===== src/rtl/queue_display_ctrl_pkg.sv =====
// rtl/queue_display_ctrl_pkg.sv - shared types, constants and blanking helper for the queue display
package queue_display_ctrl_pkg;

  localparam int VAL_W   = 10;
  localparam int VAL_MAX = 999;
  localparam int CNT_W   = $clog2(VAL_W);

  localparam logic [3:0]  BLANK_DIGIT = 4'hF;
  // Display shows "  0": hundreds and tens unlit, units zero
  localparam logic [11:0] BCD_RESET   = {BLANK_DIGIT, BLANK_DIGIT, 4'h0};

  typedef enum logic [1:0] {IDLE, SHIFT, COMMIT} state_t;
  typedef enum logic {REQ_TKT, REQ_SRV} req_t;

  // Leading-zero blanking: tens only blank when hundreds is also zero
  function automatic logic [11:0] blank_bcd(input logic [11:0] d);
    logic [3:0] h;
    logic [3:0] t;
    h = d[11:8];
    t = d[7:4];
    if (d[11:8] == 4'd0) h = BLANK_DIGIT;
    if (d[11:8] == 4'd0 && d[7:4] == 4'd0) t = BLANK_DIGIT;
    return {h, t, d[3:0]};
  endfunction

endpackage


===== src/rtl/queue_display_ctrl_if.sv =====
// rtl/queue_display_ctrl_if.sv - requester handshakes and display outputs of the queue display
interface queue_display_if;
  import queue_display_ctrl_pkg::*;

  logic [VAL_W-1:0] tkt_val;
  logic             tkt_valid;
  logic             tkt_ready;
  logic [VAL_W-1:0] srv_val;
  logic             srv_valid;
  logic             srv_ready;
  logic [11:0]      tkt_bcd;
  logic [11:0]      srv_bcd;
  logic             srv_new;
  logic             busy;

  modport master (
    output tkt_val, tkt_valid, srv_val, srv_valid,
    input  tkt_ready, srv_ready, tkt_bcd, srv_bcd, srv_new, busy
  );

  modport slave (
    input  tkt_val, tkt_valid, srv_val, srv_valid,
    output tkt_ready, srv_ready, tkt_bcd, srv_bcd, srv_new, busy
  );

endinterface


===== src/rtl/queue_display_ctrl_bcd_dabble.sv =====
// rtl/queue_display_ctrl_bcd_dabble.sv - iterative double-dabble binary to three-digit BCD
module bcd_dabble
  import queue_display_ctrl_pkg::*;
(
  input  logic             clk,
  input  logic             rst,
  input  logic             start,
  input  logic [VAL_W-1:0] bin,
  output logic             done,
  output logic [11:0]      bcd
);

  logic [VAL_W-1:0]  bin_sr;
  logic [11:0]       bcd_sr;
  logic [CNT_W-1:0]  cnt;
  logic              run;
  logic [11:0]       adj;
  logic [11+VAL_W:0] sh;

  // done marks the cycle whose rising edge performs the final iteration
  assign done = run && (cnt == CNT_W'(VAL_W - 1));
  assign bcd  = bcd_sr;

  // One iteration: add 3 to every nibble >= 5, then shift {bcd, bin} left
  always_comb begin
    adj = bcd_sr;
    for (int i = 0; i < 3; i++) begin
      if (bcd_sr[4*i +: 4] >= 4'd5) adj[4*i +: 4] = bcd_sr[4*i +: 4] + 4'd3;
    end
    sh = {adj, bin_sr} << 1;
  end

  // Load on start, then iterate once per cycle until VAL_W iterations are done
  always_ff @(posedge clk) begin
    if (rst) begin
      bin_sr <= '0;
      bcd_sr <= '0;
      cnt    <= '0;
      run    <= 1'b0;
    end else if (start) begin
      bin_sr <= bin;
      bcd_sr <= '0;
      cnt    <= '0;
      run    <= 1'b1;
    end else if (run) begin
      bin_sr <= sh[VAL_W-1:0];
      bcd_sr <= sh[11+VAL_W:VAL_W];
      cnt    <= cnt + 1'b1;
      if (done) run <= 1'b0;
    end
  end

endmodule


===== src/rtl/queue_display_ctrl.sv =====
// rtl/queue_display_ctrl.sv - round-robin update arbiter and digit registers for the queue display
module queue_display_ctrl
  import queue_display_ctrl_pkg::*;
(
  input  logic            clk,
  input  logic            rst,
  queue_display_if.slave  bus
);

  state_t           state;
  state_t           state_nxt;
  req_t             last;
  logic             tkt_acc;
  logic             srv_acc;
  logic             start;
  logic             done;
  logic [VAL_W-1:0] sel_val;
  logic [VAL_W-1:0] clamp_val;
  logic [11:0]      dab_bcd;

  // Loser of a tie is whoever was granted last; only offered in IDLE
  assign bus.tkt_ready = (state == IDLE) && (!bus.srv_valid || last == REQ_SRV);
  assign bus.srv_ready = (state == IDLE) && (!bus.tkt_valid || last == REQ_TKT);
  assign tkt_acc       = bus.tkt_valid && bus.tkt_ready;
  assign srv_acc       = bus.srv_valid && bus.srv_ready;
  assign start         = tkt_acc || srv_acc;
  assign sel_val       = tkt_acc ? bus.tkt_val : bus.srv_val;
  assign clamp_val     = (sel_val > VAL_W'(VAL_MAX)) ? VAL_W'(VAL_MAX) : sel_val;
  assign bus.busy      = (state != IDLE);

  bcd_dabble u_dabble (
    .clk   (clk),
    .rst   (rst),
    .start (start),
    .bin   (clamp_val),
    .done  (done),
    .bcd   (dab_bcd)
  );

  // State register
  always_ff @(posedge clk) begin
    if (rst) state <= IDLE;
    else     state <= state_nxt;
  end

  // Next-state: accept -> shift for VAL_W cycles -> one commit cycle
  always_comb begin
    state_nxt = state;
    case (state)
      IDLE:    if (start) state_nxt = SHIFT;
      SHIFT:   if (done)  state_nxt = COMMIT;
      COMMIT:  state_nxt = IDLE;
      default: state_nxt = IDLE;
    endcase
  end

  // last doubles as the grant ID of the conversion in flight
  always_ff @(posedge clk) begin
    if (rst)          last <= REQ_SRV;
    else if (tkt_acc) last <= REQ_TKT;
    else if (srv_acc) last <= REQ_SRV;
  end

  // Commit blanked digits to the granted requester's register only
  always_ff @(posedge clk) begin
    if (rst) begin
      bus.tkt_bcd <= BCD_RESET;
      bus.srv_bcd <= BCD_RESET;
      bus.srv_new <= 1'b0;
    end else begin
      bus.srv_new <= 1'b0;
      if (state == COMMIT) begin
        if (last == REQ_TKT) begin
          bus.tkt_bcd <= blank_bcd(dab_bcd);
        end else begin
          bus.srv_bcd <= blank_bcd(dab_bcd);
          bus.srv_new <= 1'b1;
        end
      end
    end
  end

endmodule


===== src/flat_wrapper.sv =====
// flat-port wrapper written by rule: the top's interface ports become plain ports
module queue_display_ctrl_flat import queue_display_ctrl_pkg::*;
  (clk, rst, bus_tkt_val, bus_tkt_valid, bus_srv_val, bus_srv_valid, bus_tkt_ready, bus_srv_ready, bus_tkt_bcd, bus_srv_bcd, bus_srv_new, bus_busy);
  queue_display_if bus_i ();
  input  logic clk;
  input  logic rst;
  input wire logic [$bits(bus_i.tkt_val)-1:0] bus_tkt_val;
  input wire logic [$bits(bus_i.tkt_valid)-1:0] bus_tkt_valid;
  input wire logic [$bits(bus_i.srv_val)-1:0] bus_srv_val;
  input wire logic [$bits(bus_i.srv_valid)-1:0] bus_srv_valid;
  output wire logic [$bits(bus_i.tkt_ready)-1:0] bus_tkt_ready;
  output wire logic [$bits(bus_i.srv_ready)-1:0] bus_srv_ready;
  output wire logic [$bits(bus_i.tkt_bcd)-1:0] bus_tkt_bcd;
  output wire logic [$bits(bus_i.srv_bcd)-1:0] bus_srv_bcd;
  output wire logic [$bits(bus_i.srv_new)-1:0] bus_srv_new;
  output wire logic [$bits(bus_i.busy)-1:0] bus_busy;
  assign bus_i.tkt_val = bus_tkt_val;
  assign bus_i.tkt_valid = bus_tkt_valid;
  assign bus_i.srv_val = bus_srv_val;
  assign bus_i.srv_valid = bus_srv_valid;
  assign bus_tkt_ready = bus_i.tkt_ready;
  assign bus_srv_ready = bus_i.srv_ready;
  assign bus_tkt_bcd = bus_i.tkt_bcd;
  assign bus_srv_bcd = bus_i.srv_bcd;
  assign bus_srv_new = bus_i.srv_new;
  assign bus_busy = bus_i.busy;
  queue_display_ctrl u_core (.clk(clk), .rst(rst), .bus(bus_i));
endmodule

===== config.mk =====
export PLATFORM = sky130hd
export DESIGN_NAME = queue_display_ctrl_flat
export DESIGN_NICKNAME = d
export VERILOG_FILES = /design/src/rtl/queue_display_ctrl_pkg.sv /design/src/rtl/queue_display_ctrl_if.sv /design/src/rtl/queue_display_ctrl_bcd_dabble.sv /design/src/rtl/queue_display_ctrl.sv /design/src/flat_wrapper.sv
export SDC_FILE = /design/constraint.sdc
export NUM_CORES = 1
export LEC_CHECK = 0
export CAP_MARGIN = 20
export CORE_MARGIN = 2
export CORE_UTILIZATION = 55
export DETAILED_ROUTE_END_ITERATION = 10
export MAX_ROUTING_LAYER = met4
export PLACE_DENSITY = 0.84
export SLEW_MARGIN = 5
export SYNTH_ARGS = -nofsm -noshare
export SYNTH_HDL_FRONTEND = slang
export SYNTH_HIERARCHICAL = 1
export SYNTH_SLANG_ARGS = --single-unit

===== constraint.sdc =====
create_clock -name clk -period 4.5 [get_ports clk]
set_clock_uncertainty 0.05 [all_clocks]
set_input_delay 0.9 -clock clk [delete_from_list [all_inputs] [get_ports clk]]
set_output_delay 0.9 -clock clk [all_outputs]
set_load 0.02 [all_outputs]

# --- Yosys cells after proc, flatten, opt, wreduce, memory -nomap -nowiden ---
# Index checks and enable logic that the tools add are counted.
word_totals:
  register_bits: 55
  latch_bits: 0
  ram_bits: 0
  mem_bits_ro: 0
  input_bits: 24
  out_inout_bits: 28
  elab_cells: 64
  memories: 0
op_classes:
  addsub: 4
  n_mul: 0
  div_mod_pow: 0
  n_lt_le_gt_ge: 4
  n_eq_ne: 5
  n_shift: 0
  muxes: 18
  bitwise: 2
  n_reduce_logical: 22
ops:
  columns: ["operator", "n"]
  rows:
  - ["10-bit 2-to-1 mux", 4]
  - ["4-bit 2-to-1 mux", 4]
  - ["4-bit by 3-bit >= comparator with 1-bit output, second input constant", 3]
  - ["10-bit > comparator, second input constant", 1]
  - ["4-bit by 2-bit adder with 4-bit output, second input constant", 2]
  - ["4-bit zero test", 2]
  - ["1-bit logical AND", 6]
  - ["1-bit 2-to-1 mux", 6]
  - ["2-bit AND reduction", 3]
  - ["2-bit nonzero test", 3]
  - ["4-bit by 1-bit adder with 4-bit output, second input constant", 1]
  - ["4-bit == test, second input constant", 1]
  - ["2-bit 2-to-1 mux", 2]
  - ["2-bit by 1-bit inequality test with 1-bit output, second input constant", 2]
  - ["2-bit one-hot mux with 2 select lines", 1]
  - ["2-bit OR reduction", 2]
  - ["3-bit by 2-bit adder with 3-bit output, second input constant", 1]
  - ["1-bit logical OR", 3]
  - ["3-bit 2-to-1 mux", 1]
  - ["2-bit by 1-bit == test with 1-bit output, second input constant", 1]
  - ["2-bit == test, second input constant", 1]
  - ["1-bit zero test", 2]
  - ["2-bit zero test", 1]
  - ["1-bit inverter", 2]

# --- Depth between registers and ports, before layout ---
logic_depth:
  depth_word: 8
  ltp_mapped: 8
  ltp_nobuf: 7

# --- Cells and area by module ---
# The synthesis kept the hierarchy.
by_module_without_submodules:
  columns: ["module", "instances", "cells_per_inst", "area_per_inst_um2", "seq_area_each_um2"]
  rows:
  - ["bcd_dabble", 1, 166, 1497.7, 540.5]
  - ["queue_display_ctrl", 1, 153, 1293.7, 560.5]

# --- Worst setup path before layout ---
# Ideal clock, no wire load.
synth_timing:
  path_kind: "in2out"
  startpoint: "input bus_tkt_valid"
  endpoint: "output bus_srv_ready"
  t_arrival_ps: 1259
  t_required_ps: 3550
  slack_ps: 2291
  stages: 1
  n_path_buf: 0
  cell_sequence: "a21oi_1"
synth_between:
  elab_chain_cells: 3
synth_lines:
  columns: ["element", "line", "rtl"]
  rows:
  - ["start, declared", "flat_wrapper.sv:8", "input wire logic [$bits(bus_i.tkt_valid)-1:0] bus_tkt_valid;"]
  - ["1-bit zero test", "queue_display_ctrl.sv:23", "assign bus.srv_ready = (state == IDLE) && (!bus.tkt_valid || last == REQ_TKT);"]
  - ["1-bit logical OR", "queue_display_ctrl.sv:23", null]
  - ["1-bit logical AND", "queue_display_ctrl.sv:23", null]
  - ["end, declared", "flat_wrapper.sv:12", "output wire logic [$bits(bus_i.srv_ready)-1:0] bus_srv_ready;"]
# Every way passes these cells.

# --- Worst setup path after layout ---
layout_timing:
  startpoint: "input bus_srv_valid"
  endpoint: "output bus_tkt_ready"
layout_between:
  elab_chain_cells: 3
layout_lines:
  columns: ["element", "line", "rtl"]
  rows:
  - ["start, declared", "flat_wrapper.sv:10", "input wire logic [$bits(bus_i.srv_valid)-1:0] bus_srv_valid;"]
  - ["1-bit zero test", "queue_display_ctrl.sv:22", "assign bus.tkt_ready = (state == IDLE) && (!bus.srv_valid || last == REQ_SRV);"]
  - ["1-bit logical OR", "queue_display_ctrl.sv:22", null]
  - ["1-bit logical AND", "queue_display_ctrl.sv:22", null]
  - ["end, declared", "flat_wrapper.sv:11", "output wire logic [$bits(bus_i.tkt_ready)-1:0] bus_tkt_ready;"]
# Every way passes these cells.

==> results.md <==
- WHS Path Cells: 2
- Initial antenna violation count: 0
- RSZ-0062 raised after global routing: no
- Clock Pin Slew Worst Setup and Hold Paths: roughly 90 ps
- Largest net degree at the start of global routing: 42
- Max incr delay on CP: ~600 ps
- Pleak: ~1.3 nW
- Post-Place Cell Area: 3269 sq um
- Worst EP required: about 3600 ps
- Synth warn: 6
- Die width: 75.24 um
- CP arrival: 2170 ps
- Post-synthesis sequential element count: 55
- Overall Power: 1.001 mW
- Total die area: between 5000 and 6000 sq um
- PD cells: 295.4 nW/um^2
- First-pass GRT wire length: 9.756 mm
- Starting Density: 0.5795
- Critical path type: in2out
- Top_reg_cell synth: dfxtp_1
- Sequential share of the synthesized area: 0.3944
- Layout net count: 393
- Number of global-route vias before repair: 2117
- Core ar.: 4817 sq um
- Hold Fails Final Rpt: 0
- Layout cell share with drive strength beyond 1: 0.09116
- H-tree depth: 2
- Via count: 2358
- Hold Path Class: reg2reg
- Critical-path cell list: clkdlybuf4s50_1, nand2b_1, and2_1, clkdlybuf4s50_1
- Slew headroom: 0.4829
- CTS tree: built
- Vias/cell: 5.497
- Antenna Nets Post-Route: 0
- Hold slack: 407.6 ps
- Clock tree sinks: between 50 and 60
- Mapped Cells: ~320
- RePlAce Congestion: around 0.87
- CP Capture Type: output port
- Crit-path slowest cell: clkdlybuf4s50_1
- Final Max Tran Viols: 0
- I/O Pins: 52
- Crit start category: input pin
- Tcrit/Tclk final: 0.6939
- FFs w/ async S/R, synth: 0
- # diodes: 0
- Path depth of the worst reg2reg path: 6
- Site Rows: 25
- Wirelength, routed: 5.818 mm
- 1st-iter DRT viols: 216
- Syn_nets: 351
- DRC: 0
- Synthesis-to-finish area growth: 21.34%
- Post-cts repair resize count: 0
- Max_cap viols: 0
- Hpwl dp: 4.097 mm
- Cell area after layout: 3387 sq um
- Mean Syn Cell Area: 8.751 sq um
- Total track usage: 0.2276
- Wire per inst: 13.56 um
- I/O Buffers: 51
- Share of the synthesized area in the top cell type: 0.3944
- Cts bufs inserted: 5
- Post-CTS Hold Buffers: 0
- Tmin final: 3123 ps
- Setup violators final: 0
- Synth area leader: dfxtp_1
- CP max FO: 3
- Clk buf depth: 2
- Clk_lat worst skew: 300 ps
- Setup TNS: 0 ps
- Setup repair bufs after CTS: 0
- CP most frequent cell: clkdlybuf4s50_1
- Top cells by area, synth: dfxtp_1 39%, nor2_1 6.2%, mux2_2 6.1%
- Post-synth EDFFs: 0
- Post-synthesis cell type count: 48
- CTS root buffer: clkbuf_8
- Worst VDD drop: 0.0001810 V
- Drt first pass iters: 4
- DIE HEIGHT: 75.24 um
- Run status: finished clean
- Synth Cell Area: 2791 sq um
- Worst-Margin Slew: between 700 and 800 ps
- Congestion Overflow GR: 0
- Max Freq: between 0.3 and 0.4 GHz
==> Yosys cell counts (all sizes together) (3+ instances only) <==
| library cell | count |
|---|---|
| a2111o | 4 |
| inv | 12 |
| nand2 | 30 |
| o21ai | 7 |
| nor2 | 46 |
| mux2 | 15 |
| a21oi | 19 |
| dfxtp | 55 |
| nor3 | 10 |
| or3b | 3 |
| clkbuf | 7 |
| a211o | 8 |
| ha | 8 |
| o21bai | 8 |
| nand2b | 6 |
| o211ai | 4 |
| mux2i | 16 |
| a31oi | 5 |
| buf | 12 |
| nand3 | 13 |
==> path summary, 6_finish.rpt <==
kind / from / end / slack (ps)
setup / recovery: bus_srv_valid / bus_tkt_ready / 1380
hold / removal: u_core/bus.srv_bcd[3]$_SDFFE_PP0P_ / u_core/bus.srv_bcd[3]$_SDFFE_PP0P_ / 410
setup reg to reg: u_core/state[0]$_SDFFE_PP0P_ / u_core/u_dabble/bcd[1]$_SDFFE_PP0P_ / 2400
hold reg to reg: u_core/bus.srv_bcd[3]$_SDFFE_PP0P_ / u_core/bus.srv_bcd[3]$_SDFFE_PP0P_ / 410
==> metrics by stage <==
stage | instances | util | setup slack (ps)
after global routing | 429 | 0.7031 | 1344
after detailed placement | 421 | 0.6787 | 1386
after floorplan | 319 | - | 2291
after CTS | 429 | 0.7031 | 1372
after global placement | 421 | 0.6787 | 1404
final | 429 | 0.7031 | 1377
==> power by group <==
group | internal [mW] | switching (mW) | total, mW
Combinational | 0.0725 | 0.0687 | 0.141
Sequential | 0.501 | 0.0187 | 0.520
Clock | 0.180 | 0.159 | 0.339
==> critical path, delay by kind of cell <==
family                 cells  cell delay [ps]
buffers and inverters      2             1040
AND/OR/NAND/NOR            2              240
==> metal layers <==
| metal | vias up | wire [um] | part of all wire | global-route usage |
|---|---|---|---|---|
| met5 | - | 0 | 0 | - |
| li1 | 1201 | - | - | - |
| met2 | 51 | 2799 | 0.48 | 0.3519 |
| met4 | 0 | 89 | 0.015 | 0.07018 |
| met3 | 8 | 203 | 0.035 | 0.04284 |
| met1 | 1098 | 2726 | 0.47 | 0.3037 |
==> cell families after synthesis <==
group                      after synthesis  synth area share
buffers and inverters                   31           0.06589
and+or+nand+nor                        129            0.2246
AOI/OAI and AO/OA                       62            0.1520
adders and majority gates                8           0.03586
DFF                                     55            0.3944
xor gates and xnor gates                 3          0.009415
muxes                                   31            0.1179
==> state kept, by name (all words and copies together), names as in the netlist <==
register                count
u_core/u_dabble/bcd        12
u_core/bus.srv_new          1
u_core/bus.srv_bcd         12
u_core/u_dabble/cnt         4
u_core/state                2
u_core/u_dabble/run         1
u_core/u_dabble/bin_sr     10
u_core/bus.tkt_bcd         12
u_core/last                 1
==> final cells by class <==
| cell class | instances | area, sq um |
|---|---|---|
| fill | 391 | 1430 |
| clock buffer | 6 | 82.58 |
| inverter | 12 | 45.04 |
| tap | 67 | 83.83 |
| clock inverter | 2 | 35.03 |
| timing repair buffer | 54 | 533.0 |
| multi-input combinational | 233 | 1506 |
| sequential | 55 | 1101 |
==> cell usage in the layout (no fill, tap or decap), types with 10 or more instances in the layout <==
| cell type | netlist | layout |
|---|---|---|
| a21oi_1 | 19 | 19 |
| clkdlybuf4s50_1 | 0 | 51 |
| dfxtp_1 | 55 | 55 |
| inv_1 | 12 | 12 |
| mux2_2 | 15 | 15 |
| mux2i_1 | 16 | 16 |
| nand2_1 | 30 | 30 |
| nand3_1 | 13 | 13 |
| nor2_1 | 46 | 46 |
| nor3_1 | 10 | 10 |
Power figures use the tool's default switching activity.
